## config.mk

```make
export PLATFORM = sky130hd
export DESIGN_NAME = bla_sub_seq
export DESIGN_NICKNAME = d
export VERILOG_FILES = /design/src/rtl/bla_pkg.sv /design/src/rtl/bla_sub4.sv /design/src/rtl/bla_sub_seq.sv
export SDC_FILE = /design/constraint.sdc
export NUM_CORES = 1
export LEC_CHECK = 0
export BUFFER_PORTS_ARGS = -buffer_cell sky130_fd_sc_hd__buf_2
export CORE_AREA = 2 2 75 77
export DETAILED_ROUTE_END_ITERATION = 8
export DIE_AREA = 0 0 77 79
export PLACE_DENSITY = 0.71
export SETUP_SLACK_MARGIN = 0.1
export SLEW_MARGIN = 20
export SYNTH_ARGS = -nofsm -noshare
export SYNTH_HDL_FRONTEND = slang
export SYNTH_SLANG_ARGS = --single-unit
```

## constraint.sdc

```tcl
create_clock -name clk -period 6.1 [get_ports clk]
set_clock_uncertainty 0.2 [all_clocks]
set_input_delay 0.915 -clock clk [delete_from_list [all_inputs] [get_ports clk]]
set_output_delay 0.915 -clock clk [all_outputs]
set_load 0.1 [all_outputs]
```

## src/rtl/bla_pkg.sv

```systemverilog
// Shared types and constants for the sequential nibble-serial subtractor.
package bla_pkg;
   localparam int SLICE_W = 4;
   typedef enum logic [1:0] {IDLE, RUN, DONE} state_e;
endpackage

```

## src/rtl/bla_sub4.sv

```systemverilog
// 4-bit subtract slice with look-ahead borrow: d4 = a4 - b4 - br_in.
module bla_sub4
   import bla_pkg::*;
(
   input  logic [SLICE_W-1:0] a4,
   input  logic [SLICE_W-1:0] b4,
   input  logic               br_in,
   output logic [SLICE_W-1:0] d4,
   output logic               br_out
);
   logic [SLICE_W-1:0] g, p;
   logic [SLICE_W-1:0] br;

   // g: bit generates a borrow, p: bit passes an incoming borrow through
   assign g = ~a4 & b4;
   assign p = ~(a4 ^ b4);

   assign br[0] = br_in;
   assign br[1] = g[0] | (p[0] & br_in);
   assign br[2] = g[1] | (p[1] & g[0]) | (p[1] & p[0] & br_in);
   assign br[3] = g[2] | (p[2] & g[1]) | (p[2] & p[1] & g[0]) | (p[2] & p[1] & p[0] & br_in);

   assign d4 = a4 ^ b4 ^ br;

   assign br_out = g[3] | (p[3] & g[2]) | (p[3] & p[2] & g[1]) | (p[3] & p[2] & p[1] & g[0]) |
                   (p[3] & p[2] & p[1] & p[0] & br_in);
endmodule

```

## src/rtl/bla_sub_seq.sv

```systemverilog
// Nibble-serial subtractor: diff = a - b - bin, one 4-bit slice per cycle, LSB first.
// Optional zero/ovf flags are built when BLA_SUB_FLAGS_EN is defined.
module bla_sub_seq
   import bla_pkg::*;
#(
   parameter int WIDTH = 16
) (
   input  logic             clk,
   input  logic             rst_n,
   input  logic             in_valid,
   output logic             in_ready,
   input  logic [WIDTH-1:0] a,
   input  logic [WIDTH-1:0] b,
   input  logic             bin,
   output logic             out_valid,
   input  logic             out_ready,
   output logic [WIDTH-1:0] diff,
   output logic             bout
`ifdef BLA_SUB_FLAGS_EN
   ,
   output logic             zero,
   output logic             ovf
`endif
);
   localparam int NSL = WIDTH / SLICE_W;
   localparam int KW  = (NSL > 1) ? $clog2(NSL) : 1;
   localparam logic [KW-1:0] K_LAST = KW'(NSL - 1);

   state_e            state, state_nxt;
   logic [KW-1:0]     k;
   logic              br;
   logic [WIDTH-1:0]  a_r, b_r;
   logic [WIDTH-1:0]  diff_nxt;
   logic [SLICE_W-1:0] d4;
   logic              br_out;

   always_ff @(posedge clk) begin
      if (!rst_n) state <= IDLE;
      else        state <= state_nxt;
   end

   always_comb begin
      state_nxt = state;
      in_ready  = 1'b0;
      out_valid = 1'b0;
      case (state)
         IDLE: begin
            in_ready = 1'b1;
            if (in_valid) state_nxt = RUN;
         end
         RUN:  if (k == K_LAST) state_nxt = DONE;
         DONE: begin
            out_valid = 1'b1;
            if (out_ready) state_nxt = IDLE;
         end
         default: state_nxt = IDLE;
      endcase
   end

   bla_sub4 u_sub4 (
      .a4     (a_r[int'(k)*SLICE_W +: SLICE_W]),
      .b4     (b_r[int'(k)*SLICE_W +: SLICE_W]),
      .br_in  (br),
      .d4     (d4),
      .br_out (br_out)
   );

   // Result register with the current nibble merged in; used for the flags on the last slice
   always_comb begin
      diff_nxt = diff;
      diff_nxt[int'(k)*SLICE_W +: SLICE_W] = d4;
   end

   always_ff @(posedge clk) begin
      if (!rst_n) begin
         k    <= '0;
         br   <= 1'b0;
         a_r  <= '0;
         b_r  <= '0;
         diff <= '0;
         bout <= 1'b0;
`ifdef BLA_SUB_FLAGS_EN
         zero <= 1'b0;
         ovf  <= 1'b0;
`endif
      end else begin
         case (state)
            IDLE: if (in_valid) begin
               a_r <= a;
               b_r <= b;
               br  <= bin;
               k   <= '0;
            end
            RUN: begin
               diff <= diff_nxt;
               br   <= br_out;
               k    <= k + 1'b1;
               if (k == K_LAST) begin
                  k    <= '0;
                  bout <= br_out;
`ifdef BLA_SUB_FLAGS_EN
                  zero <= (diff_nxt == '0);
                  ovf  <= (a_r[WIDTH-1] != b_r[WIDTH-1]) && (diff_nxt[WIDTH-1] != a_r[WIDTH-1]);
`endif
               end
            end
            default: ;
         endcase
      end
   end
endmodule

```

Yosys cells after proc, flatten, opt, wreduce, memory -nomap -nowiden
Index checks and enable logic that the tools add are counted.

word-level totals
  input bits = 37
  word-level logic and storage cells = 68
  bits in registers = 54
  bits in read-only memories = 0
  memories = 0
  latch bits = 0
  output and inout bits = 19
  memory bits (writable) = 0

operators by class
  bitwise logic cells = 31
  muxes and demuxes = 12
  $mul = 0
  divide/modulo/power cells = 0
  $add $sub $neg = 2
  shift-type cells = 4
  $lt $le $gt $ge = 0
  eq/ne operators = 6
  reduce and logical (&&, ||, !) cells = 6

operators with widths
  kind                       number
  $neg A4 Y33                1
  $shift A4 B33 Y16 const A  1
  $shiftx A4 B33 Y16         1
  $shiftx A16 B5 Y4          2
  $and A1 B1 Y1              16
  $bwmux W16                 1
  $mux W2                    5
  $or A1 B1 Y1               10
  $not A4 Y4                 2
  $xor A4 B4 Y4              2
  $ne A2 B2 Y1 const B       3
  $pmux W2 S3                1
  $reduce_and A2 Y1          3
  $and A4 B4 Y4              1
  $eq A2 B2 Y1 const B       2
  $pmux W2 S2                1
  $mux W1                    3
  $reduce_and A3 Y1          1
  $add A2 B1 Y2 const B      1
  $eq A2 B1 Y1 const B       1
  $logic_not A2 Y1           1
  $pmux W1 S2                1
  $reduce_bool A2 Y1         1

Logic depth before layout (Yosys ltp)
  depth after elaboration = 10
  gate-level depth with buffers = 8
  gate-level depth less buffers = 7

By module
Synthesis repeated with hierarchy kept, for this count alone.

second synthesis, totals
  cells, all modules = 274
  area, all modules = 2531.2 µm²

by module, submodules not included
  module       sequential area each (µm²)  cells each  instances  area each (µm²)
  bla_sub_seq  1081.0                      252         1          2353.5
  bla_sub4     0.0                         22          1          177.7

Worst setup path after synthesis
OpenSTA, ideal clock, no wires.

  path type = register to output
  start point = register state[1]
  end point = output out_valid
  stages on the path, launching flop included = 2
  arrival time = 1.908 ns
  setup slack = 3.077 ns
  path buffers = 0
  cells stage by stage = dfxtp_1 > nor2b_1

between the ends
  cells in the longest elaborated chain, start to end = 2

ends and longest elaborated chain
  item                    RTL line           RTL
  from (decl)             bla_sub_seq.sv:29  state_e state, state_nxt;
  from (signal assigned)  bla_sub_seq.sv:39  else state <= state_nxt;
  $eq A2 B2 Y1            bla_sub_seq.sv:46  case (state)
  $mux W1                 bla_sub_seq.sv:46
  to (decl)               bla_sub_seq.sv:15  output logic out_valid,

Every way passes these cells.

Worst setup path after layout
  start point = register k[0]
  end point = register diff[11]

between the ends
  cells in the longest elaborated chain, start to end = 10
  elaborated cells on any way between the ends = 26

ends and longest elaborated chain
  item                                                        RTL line                                        RTL
  from (decl)                                                 bla_sub_seq.sv:30                               logic [KW-1:0] k;
  from (signal assigned)                                      bla_sub_seq.sv:97                               k <= k + 1'b1;
  $shiftx A16 B5 Y4, on equally long branches                 bla_sub_seq.sv:61, bla_sub_seq.sv:62
  $xor A4 B4 Y4 or $not A4 Y4 (tied branches)                 bla_sub4.sv:16, bla_sub4.sv:23, bla_sub4.sv:15
  $not A4 Y4 or $and A4 B4 Y4 (tied branches)                 bla_sub4.sv:16, bla_sub4.sv:15
  $and A1 B1 Y1                                               bla_sub4.sv:21                                  assign br[3] = g[2] | (p[2] & g[1]) | (p[2] & p[1] & g[0]) | (p[2] & p[1] & p[0] & br_in);
  $or A1 B1 Y1 or $and A1 B1 Y1 (tied branches) (2 in a row)  bla_sub4.sv:21
  $or A1 B1 Y1                                                bla_sub4.sv:21
  $xor A4 B4 Y4                                               bla_sub4.sv:23                                  assign d4 = a4 ^ b4 ^ br;
  $shiftx A4 B33 Y16                                          bla_sub_seq.sv:71                               diff_nxt[int'(k)*SLICE_W +: SLICE_W] = d4;
  $bwmux W16 (*)                                              bla_sub_seq.sv:71
  to (signal assigned)                                        bla_sub_seq.sv:95                               diff <= diff_nxt;
  to (decl)                                                   bla_sub_seq.sv:17                               output logic [WIDTH-1:0] diff,

Every way passes the cells marked *; elsewhere a longest branch is shown, timed or not.
A chain may end at the register's enable or synchronous reset.

==> summary.txt <==
STA
  • Min Tclk post-route: 3.17 ns
  • RSZ-0062 raised after global routing: false
  • Final period util: 0.520
  • Max-slew violation count: 0
  • Relative slew slack: 0.377
  • Setup_tns: 0 ns
  • F_max: 0.315 GHz
  • Worst Tran Pin Value: 0.933 ns
  • Final setup violation count: 0
  • Final Hold Vio Count: 0

Pwr
  • Peak VDD IR: 143 uV
  • Pleak: 1.24 nW
  • Switching Share: 0.276
  • Combinational power share: 0.166
  • Flop pwr share: 0.479
  • Pwr/cell area: 273 nW/um^2
  • Switch Pwr: 0.222 mW
  • P_int: 0.581 mW
  • Clk network pwr share: 0.355

CTS
  • CTS tree: yes
  • Clock Sink Count: 54
  • Worst skew pair latency: 0.31 ns
  • H-tree depth: 2
  • CTS max path bufs: 2
  • Clk slew on worst S/H paths: 0.09 ns
  • Post-CTS sizing: 0
  • CTS Buf Count: 5
  • Post-CTS setup buffer count: 0
  • Post-CTS Hold Fix Bufs: 0
  • Clock root buffer: clkbuf_8

Routing
  • DRT Wirelength: 5120 um
  • Drt pass-1 iters: 4
  • Vias: 1966
  • DR iter-0 viols: 80
  • ANT nets after route: 0
  • Per-cell routed wire length: 13.0 um
  • DRC viols: 0
  • Avg Vias per Cell: 4.98

Place
  • Post-DP HPWL: 3700 um
  • RePlAce Congestion: 0.801
  • DP Cell Count: 387
  • Input/output buffers: 55

Yosys
  • Async set-reset flop share out of synthesis: 0
  • Synth Net Count: 323
  • Yosys reg bits: 54
  • Post-Syn Instances: 275
  • Area leader, netlist: dfxtp_1
  • Warnings, synthesis: 0
  • Post-synth EDFFs: 0
  • Area contributors post-synth: dfxtp_1 (42%), nand2_1 (11%), a21oi_1 (5.3%), mux4_2 (5.3%), ha_1 (4.9%)
  • Syn Area/Cell: 9.28 um^2
  • Yosys top cell area share: 0.424
  • Cell Area, Synth: 2550 um^2
  • Synth cell types: 43
  • Top FF cell, synth: dfxtp_1
  • Sequential-to-total area share from yosys stat: 0.424

Die
  • Chip width: 77 um
  • Die height: 79 um
  • Die Area: 6080 um^2
  • # IOs: 56
  • Initial Utilization: 0.478
  • Rows: 27
  • Core footprint: 5340 um^2

Critical path
  • Critical Path AT: 3.16 ns
  • CP Capture Type: register
  • CP required: 6.09 ns
  • Setup CP Type: register to register
  • Critical-path maximum fanout: 16
  • Startpoint class of the critical path: register

Finish
  • Commonest non-fill, non-tap cell in the layout: nand2_1
  • Fin util: 0.551
  • Fin cells: 395
  • Share of cells above drive strength 1: 0.282
  • Final-stage net count: 370
  • Multi-input logic area: 1320 um^2
  • Reg area: 1080 um^2
  • Fill cells: 522
  • Layout area overhead: 15.3%
  • Commonest cells after routing, fill and taps aside: nand2_1 (76), buf_2 (55), dfxtp_1 (54)
  • Ant. Diodes: 0

Global route
  • Number of global-route vias before repair: 1918
  • Initial antenna violation count: 0
  • First-pass GRT wire length: 8720 um
  • Largest net degree at the start of global routing: 44
  • Tot GR Track Use: 0.181
  • Grt total ovfl: 0

Run status
  • Outcome: complete, no violations

Worst hold path
  • Worst hold path class: register to register

Run
  • Maxcap violations: 0
layer usage:
metal | track usage | vias to the layer above | wire length (um)
met5 | 0 | - | 0
met4 | 0.0607 | 0 | 65
met3 | 0.0432 | 5 | 225
met2 | 0.306 | 50 | 2410
met1 | 0.228 | 891 | 2420
li1 | - | 1020 | -
synth_stat cells (2+ instances only):
master    number
xor2_1         2
nor2_1        11
a21oi_1       27
ha_1          10
o21ai_0        5
nor2b_1        2
mux4_2         6
nand3_1        9
nor4_4         2
nand2_1       76
o21ai_1        5
nand3b_4       2
buf_4          5
mux4_1         2
buf_8          3
dfxtp_1       54
inv_1          7
clkbuf_1       6
a21oi_2        9
o21bai_1       2
a22oi_1        8
critical path, cell delays in order (launching register included):
cell and delay (ns):
dfxtp_1 0.95, mux4_1 0.64, inv_1 0.11, ha_1 0.24
a211oi_1 0.29, o21bai_1 0.16, xor2_1 0.32, o21ai_0 0.14
final timing paths:
| kind | end | cells past startpoint | slack, ns | start |
|---|---|---|---|---|
| worst max-delay path | diff[11] | 7 | 2.93 | k[0] |
| worst min-delay path | a_r[4] | 2 | 0.26 | a_r[4] |
| worst max register to register | diff[11] | 7 | 2.93 | k[0] |
| worst min register to register | a_r[4] | 2 | 0.26 | a_r[4] |
sequential cells by signal, indices dropped and copies added, names as in the netlist:
register / count
bout: 1
state: 2
a_r: 16
k: 2
br: 1
b_r: 16
diff: 16
logic make-up (layout without fill, tap and decap cells):
kind of cell / count (synthesis) / in the layout / synth area share
compound gates: 61 / 61 / 0.147
xor+xnor: 3 / 3 / 0.0103
fa+ha+maj: 11 / 11 / 0.0569
buf+inv: 25 / 73 / 0.0608
flops: 54 / 54 / 0.424
mux: 8 / 8 / 0.0736
simple gates: 113 / 113 / 0.228
power by group through the flow:
| stage | clock network (mW) | registers (mW) | logic (mW) |
|---|---|---|---|
| 2_1_floorplan | 0 | 0.399 | 0.100 |
| 3_3_place_gp | 0 | 0.393 | 0.131 |
| 3_5_place_dp | 0 | 0.393 | 0.134 |
| 4_1_cts | 0.288 | 0.385 | 0.134 |
| 5_1_grt | 0.299 | 0.388 | 0.149 |
| 6_report | 0.285 | 0.385 | 0.133 |
per-stage QoR:
| stage | cell area (um^2) | worst slack [ns] | hold WS, ns | power, mW |
|---|---|---|---|---|
| finish | 2940 | 2.93 | 0.260 | 0.803 |
| global placement | 2800 | 3.06 | 0.241 | 0.523 |
| global route | 2940 | 2.66 | 0.282 | 0.835 |
| floorplan | 2550 | 3.08 | 0.232 | 0.500 |
| detailed placement | 2800 | 2.93 | 0.247 | 0.527 |
| CTS | 2940 | 2.91 | 0.261 | 0.808 |
area by class of cell:
type,instances,area share
Multi-Input combinational cell,196,0.447
Sequential cell,54,0.368
Timing Repair Buffer,56,0.0962
Tap cell,72,0.0306
Clock buffer,5,0.0234
Clock inverter,3,0.0234
Inverter,9,0.0115
Note: power is estimated with default switching activity, not from simulation.
